<file path="src/rtl/rocket_mem_arbiter.sv">
// rtl/rocket_mem_arbiter.sv - round-robin SRAM arbiter with per-port grant lock
// Purpose: shares one single-ported SRAM (read data one cycle after request)
//          between NUM_PORTS requesters, with lockable back-to-back bursts.
// Ports:
//   axi4_mem_0_clock / axi4_mem_0_reset : clock, asynchronous active-high reset
//   req_i, we_i, lock_i                 : per-port request, write enable, grant lock
//   addr_i, be_i, wdata_i               : flattened per-port address, byte enables, write data
//   gnt_o                               : one-hot grant, combinational
//   rvalid_o, rdata_o                   : per-port read strobe, broadcast SRAM read data
//   req_o, we_o, addr_o, be_o, data_o   : SRAM request bus
//   data_i                              : SRAM read data
module rocket_mem_arbiter #(
  parameter int NUM_PORTS  = 2,
  parameter int ADDR_WIDTH = 32,
  parameter int DATA_WIDTH = 64
) (
  input  logic                                  axi4_mem_0_clock,
  input  logic                                  axi4_mem_0_reset,
  input  logic [NUM_PORTS-1:0]                  req_i,
  input  logic [NUM_PORTS-1:0]                  we_i,
  input  logic [NUM_PORTS-1:0]                  lock_i,
  input  logic [NUM_PORTS*ADDR_WIDTH-1:0]       addr_i,
  input  logic [NUM_PORTS*(DATA_WIDTH/8)-1:0]   be_i,
  input  logic [NUM_PORTS*DATA_WIDTH-1:0]       wdata_i,
  output logic [NUM_PORTS-1:0]                  gnt_o,
  output logic [NUM_PORTS-1:0]                  rvalid_o,
  output logic [DATA_WIDTH-1:0]                 rdata_o,
  output logic                                  req_o,
  output logic                                  we_o,
  output logic [ADDR_WIDTH-1:0]                 addr_o,
  output logic [DATA_WIDTH/8-1:0]               be_o,
  output logic [DATA_WIDTH-1:0]                 data_o,
  input  logic [DATA_WIDTH-1:0]                 data_i
);

  localparam int                BE_WIDTH = DATA_WIDTH / 8;
  localparam int                IDX_W    = $clog2(NUM_PORTS);
  localparam logic [IDX_W:0]    NP       = (IDX_W+1)'(NUM_PORTS);
  localparam logic [IDX_W-1:0]  LAST     = IDX_W'(NUM_PORTS - 1);

  logic [IDX_W-1:0]     prio_q, prio_d;
  logic [IDX_W-1:0]     owner_q, owner_d;
  logic                 locked_q, locked_d;
  logic [NUM_PORTS-1:0] rvalid_q, rvalid_d;

  logic                 owner_req;
  logic                 found;
  logic [IDX_W-1:0]     sel;
  logic [IDX_W:0]       cand;
  logic [NUM_PORTS-1:0] gnt;

  // Grant selection: a locked owner that still requests keeps the bus;
  // otherwise (including a lock owner that just dropped its request) the
  // round-robin scan runs in the same cycle so no idle beat is inserted.
  always_comb begin
    owner_req = 1'b0;
    for (int k = 0; k < NUM_PORTS; k++) begin
      if (owner_q == IDX_W'(k) && req_i[k]) owner_req = 1'b1;
    end

    found = 1'b0;
    sel   = '0;
    cand  = '0;
    if (locked_q && owner_req) begin
      found = 1'b1;
      sel   = owner_q;
    end else begin
      // cand is one bit wider than an index so prio_q + i can wrap past the
      // last port without needing a power-of-two port count.
      for (int i = 0; i < NUM_PORTS; i++) begin
        cand = {1'b0, prio_q} + (IDX_W+1)'(i);
        if (cand >= NP) cand = cand - NP;
        if (!found && req_i[cand[IDX_W-1:0]]) begin
          found = 1'b1;
          sel   = cand[IDX_W-1:0];
        end
      end
    end

    gnt = '0;
    for (int k = 0; k < NUM_PORTS; k++) begin
      gnt[k] = found && (sel == IDX_W'(k));
    end
  end

  // Memory bus mux and next-state; everything is zero / held without a grant.
  always_comb begin
    req_o    = found;
    we_o     = 1'b0;
    addr_o   = '0;
    be_o     = '0;
    data_o   = '0;
    prio_d   = prio_q;
    owner_d  = owner_q;
    locked_d = 1'b0;
    rvalid_d = '0;
    for (int k = 0; k < NUM_PORTS; k++) begin
      if (gnt[k]) begin
        we_o        = we_i[k];
        addr_o      = addr_i[k*ADDR_WIDTH +: ADDR_WIDTH];
        be_o        = be_i[k*BE_WIDTH +: BE_WIDTH];
        data_o      = wdata_i[k*DATA_WIDTH +: DATA_WIDTH];
        prio_d      = (IDX_W'(k) == LAST) ? '0 : IDX_W'(k + 1);
        owner_d     = IDX_W'(k);
        locked_d    = lock_i[k];
        rvalid_d[k] = !we_i[k];
      end
    end
  end

  always_ff @(posedge axi4_mem_0_clock or posedge axi4_mem_0_reset) begin
    if (axi4_mem_0_reset) begin
      prio_q   <= '0;
      owner_q  <= '0;
      locked_q <= 1'b0;
      rvalid_q <= '0;
    end else begin
      prio_q   <= prio_d;
      owner_q  <= owner_d;
      locked_q <= locked_d;
      rvalid_q <= rvalid_d;
    end
  end

  assign gnt_o    = gnt;
  assign rvalid_o = rvalid_q;
  assign rdata_o  = data_i;

endmodule

</file>
<file path="config.mk">
export PLATFORM = sky130hd
export DESIGN_NAME = rocket_mem_arbiter
export DESIGN_NICKNAME = d
export VERILOG_FILES = /design/src/rtl/rocket_mem_arbiter.sv
export SDC_FILE = /design/constraint.sdc
export NUM_CORES = 1
export LEC_CHECK = 0
export BUFFER_PORTS_ARGS = -buffer_cell sky130_fd_sc_hd__buf_2
export CAP_MARGIN = 5
export CORE_AREA = 5 5 174 176
export CTS_CLUSTER_DIAMETER = 50
export DETAILED_ROUTE_END_ITERATION = 10
export DIE_AREA = 0 0 179 181
export GPL_TIMING_DRIVEN = 0
export PLACE_DENSITY = 0.36
export SLEW_MARGIN = 40
export SYNTH_ARGS = -nofsm -noshare
export SYNTH_HDL_FRONTEND = slang
export SYNTH_SLANG_ARGS = --single-unit
</file>
<file path="constraint.sdc">
create_clock -name axi4_mem_0_clock -period 2 [get_ports axi4_mem_0_clock]
set_clock_uncertainty 0.2 [all_clocks]
set_input_delay 0.3 -clock axi4_mem_0_clock [delete_from_list [all_inputs] [get_ports axi4_mem_0_clock]]
set_output_delay 0.3 -clock axi4_mem_0_clock [all_outputs]
set_load 0.05 [all_outputs]
</file>
After elaboration in Yosys (flattened, before gate mapping)
Cells that the tools add are included.

Input bits: 280. Register bits after elaboration: 5. Output and inout port bits: 174. Logic and storage cells: 56.

Bitwise gates (word level): 2. Order comparisons: 4. Reductions and logical operators: 10. Add/subtract/negate cells: 3. Muxes and demuxes: 33.

Operator list (count): two-way mux 64 bit (2); two-way mux 32 bit (2); two-way mux 1 bit (27); two-way mux 8 bit (2); logical AND 1 bit (6); < comparator 1 x 2 -> 1 bit, second input constant (2); zero test 1 bit (3); adder 1 x 1 -> 2 bit, second input constant (1); >= comparator 1 x 2 -> 1 bit, second input constant (1); >= comparator 2 bit, second input constant (1); NOT 1 bit (2); nonzero test 2 bit (1); subtractor 1 bit, second input constant (2).

Logic depth before layout (Yosys ltp)
Depth in word-level cells: 18. Gate-level depth with buffers: 6. Depth with buffers taken out: 4.

Worst setup path after synthesis
Ideal clock, no wire load.

Kind: register to output. From: register locked_q. To: output addr_o[25]. Data arrival time: 1.655 ns. Buffers on the path: 1. Setup slack: -0.155 ns. Stages on the path, launching flop included: 5. Data required time: 1.500 ns. Cells stage by stage: dfrtp_1 > mux2_4 > a21oi_1 > buf_2 > a22o_1.

Cells in the longest elaborated chain, start to end: 6. Elaborated cells on any way between the ends: 8.

RTL lines: start, declared (RTL line 43) `logic locked_q, locked_d;`; start signal, assigned (RTL line 120) `locked_q <= locked_d;`; logical AND 1 bit * (RTL line 64) `if (locked_q && owner_req) begin`; two-way mux 1 bit (RTL line 64); NOT 1 bit (RTL line 82) `gnt[k] = found && (sel == IDX_W'(k));`; logical AND 1 bit * (RTL line 82); net gnt_o[0] (RTL line 25) `output logic [NUM_PORTS-1:0] gnt_o,`; two-way mux 32 bit * (2 in a row) (RTL line 98) `if (gnt[k]) begin`; end, declared (RTL line 30) `output logic [ADDR_WIDTH-1:0] addr_o,`.

The timed path passes the listed nets; every way through them passes the cells marked *.

Worst setup path after layout
From: register locked_q. To: output addr_o[4].

Cells in the longest elaborated chain, start to end: 6. Elaborated cells on any way between the ends: 8.

RTL lines (RTL line): logical AND 1 bit * (64); two-way mux 1 bit (64); NOT 1 bit (82); logical AND 1 bit (82); two-way mux 32 bit (98); two-way mux 32 bit * (98).

Mark *: on every way between the ends. The rest lies on a longest branch, timed or not.

==> metrics.md <==
| Metric | Value |
|---|---|
| Status | `finished, violations left` |
| Violated checks | `negative setup slack` |
| Num rows | `62` |
| Layout area overhead | `233%` |
| HPWL after DPL | `13.2 mm` |
| Share of layout cells above drive strength 1 | `0.973` |
| GR Util met1 | `0.0862` |
| Root Buffer | `clkbuf_16` |
| Buffers on Ports | `389` |
| Worst-margin pin slew | `~0.27 ns` |
| Post-synth EDFFs | `0` |
| Final worst slack | `-0.473 ns` |
| CP endpoint kind | `output port` |
| Critical Path RT | `roughly 1.5 ns` |
| PD cells | `571 nW/um^2` |
| Vias in the first global route | `approximately 3.4k` |
| First-pass GRT wire length | `19.6 mm` |
| Worst VDD drop | `between 200 and 250 uV` |
| Most common cell in the netlist | `a22o_1` |
| Most frequent CP cell | `buf_12` |
| Synthesis Warnings | `0` |
| Place WS | `-0.558 ns` |
| Initial Util | `0.0623` |
| # IOs | `roughly 450` |
| Yosys top cell by area | `a22o_1` |
| CTS Sinks | `5` |
| CTS tree | `done` |
| Footprint of the multi-input gates | `approximately 1400 sq um` |
| GRT met3 Usage | `0.0148` |
| CP startpoint kind | `flop` |
| Worst Setup SP | `locked_q$_DFF_PP0_` |
| Cts bufs inserted | `3` |
| Die H | `181 um` |
| TritonRoute pass-1 iters | `4` |
| Period minus WS final | `between 2 and 2.5 ns` |
| Static leakage | `0.00316 uW` |
| Kind of critical path | `reg -> out` |
| Die Wd | `179 um` |
| Gpl congestion | `between 0.7 and 0.8` |
| Fin. Hold Viols | `0` |
| Hold slack | `0.0686 ns` |
| Register area share after synthesis | `0.0706` |
| Post-synthesis async set-or-reset flop share | `1.00` |
| Most frequent cells after synthesis | `106 x a22o_1, 75 x buf_4, 7 x clkbuf_1` |
| NumNets Final | `about 900` |
| Post-Syn Nets | `roughly 500` |
| Hold_sp | `we_i[1]` |
| Slew HR | `0.822` |
| Die area | `32400 sq um` |
| Total core area | `around 28000 sq um` |
| Worst skew pair latency | `around 0.23 ns` |
| Max Root-Sink Buffers | `2` |
| Top-area cell type share of the netlist area | `0.524` |
| Met2 usage | `0.157` |
| CP peak stage delay | `approximately 0.37 ns` |
| Drt drc | `0` |
| Post-Syn Instances | `around 210` |
| Mapped Area | `1770 sq um` |
| Crit path buffers/inverters | `4` |
| Top cells by area, synth | `a22o_1 52%, buf_4 32%, dfrtp_1 7.1%, buf_6 2.5%, clkbuf_1 1.5%` |
| FF/Latch Area | `roughly 130 sq um` |
| Initial antenna violation count | `0` |
| Final setup TNS | `-43.01 ns` |
| Yosys cell types | `13` |
| Crit-path max FO | `5` |
| Via count | `about 3.3k` |
| H-tree depth | `1` |
| Setup violations, final | `approximately 110` |
| GRT overflow | `0` |
| FF+latch count, synth | `5` |
| RSZ-0062 raised after global routing | `true` |
| Vias per cell | `between 3 and 4` |
| Iter 0 DRT Violations | `70` |
| Fin area | `just under 6000 sq um` |
| Top Usage Layer GRT | `met2` |
| Peak Freq | `approximately 400 MHz` |
| Post-DRT Antenna Nets | `0` |
| Max cap viols | `0` |
| CP Data Arrival Time | `1.97 ns` |
| Syn_area_per_cell | `about 8.4 sq um` |
| Fill cells | `between 3k and 4k` |
| Largest net degree at the start of global routing | `11` |
| Tcrit/Tclk final | `1.24` |
| Total Wirelength | `~16 mm` |
| Placed cell areas | `between 4000 and 5000 sq um` |
| Post-synth top flop | `dfrtp_1` |
| Hold crit path type | `in -> reg` |
| Clock-pin slew on the worst setup and hold paths | `roughly 0.03 ns` |
| Gr usage total | `0.0786` |
| Slowest CP cell | `dfrtp_1` |
| Critical path's top delay family | `buffers and inverters` |
| Origin of the critical flop-to-flop path | `locked_q$_DFF_PP0_` |
| Final Max Tran Viols | `0` |
| CP Cell Sequence | `mux2_4 -> o21a_4 -> buf_12 -> buf_12 -> buf_8 -> a22o_4 -> buf_12` |
| Wire per inst | `15.8 um` |
## worst paths after layout
| path | depth (start not counted) | end | slack, ns |
|---|---|---|---|
| worst max-delay path | 7 | addr_o[4] | -0.47 |
| worst min-delay path | 2 | rvalid_o[1]$_DFF_PP0_ | 0.07 |
| worst max register to register | 7 | locked_q$_DFF_PP0_ | 0.03 |
| worst min register to register | 1 | prio_q$_DFFE_PP0P_ | 0.28 |
| max in group asynchronous | 3 | prio_q$_DFFE_PP0P_ | 1.11 |
| min in group asynchronous | 3 | rvalid_o[0]$_DFF_PP0_ | 0.32 |
## power breakdown
part           leakage (uW)  internal [uW]  total, uW  switching, uW
Combinational       0.00306           1250       2940           1690
Sequential        0.0000621            111        115           3.84
Clock             0.0000382            264        325           61.7
Total               0.00316           1620       3380           1760
## registers in the layout, summed over array words and instances (netlist names)
register / flops
locked_q: 1
owner_q: 1
prio_q: 1
rvalid_o: 2
## routing by layer
| layer | vias to the layer above | part of all wire |
|---|---|---|
| li1 | 1588 | - |
| met1 | 1493 | 0.36 |
| met2 | 209 | 0.55 |
| met3 | 7 | 0.090 |
| met4 | 0 | 0.0057 |
| met5 | - | 0 |
## logic make-up (layout without fill, tap and decap cells)
group | after synthesis | count (layout) | share of synthesized area
flops | 5 | 5 | 0.0706
mux | 1 | 1 | 0.00847
buf+inv | 92 | 501 | 0.373
simple gates | 5 | 5 | 0.0134
other cells | 0 | 1 | 0
compound gates | 109 | 109 | 0.535
## through the flow
stage	std cells	total power, uW	util
6_report	1006	3380	0.208
5_1_grt	1005	3510	0.208
4_1_cts	996	3060	0.180
3_5_place_dp	985	2370	0.152
3_3_place_gp	985	2380	0.152
2_1_floorplan	212	1760	-
## cells in the final DEF (no fill, tap or decap)
master,netlist,layout
buf_6,4,48
buf_12,0,11
mux2_4,1,1
a21o_1,1,1
clkbuf_16,0,10
buf_2,3,284
a21oi_4,0,1
dlygate4sd3_1,0,1
a22o_4,0,37
nor2_1,3,3
buf_16,0,1
buf_8,0,45
inv_1,3,3
clkbuf_4,0,2
nor2b_1,2,2
buf_4,75,95
clkbuf_1,7,1
a22o_2,0,68
diode_2,0,1
dfrtp_1,5,5
o21a_4,0,1
a22o_1,106,1
## cell type report
type	count	share of cell area
Inverter	3	0.00190
Timing Repair Buffer	406	0.505
Multi-Input combinational cell	115	0.239
Sequential cell	5	0.0212
Antenna cell	1	0.000423
Buffer	88	0.138
Clock buffer	4	0.0133
Tap cell	384	0.0813
## timing repair
action | CTS | global route
hold buffers | 1 | 0
gates cloned | 2 | 7
pin swaps | 1 | 2
endpoints found under the hold margin | 5 | 0
setup endpoints to repair | 107 | 107
gates resized for setup | 199 | 139
setup buffers | 4 | 3
(Power assumes the default switching activity.)
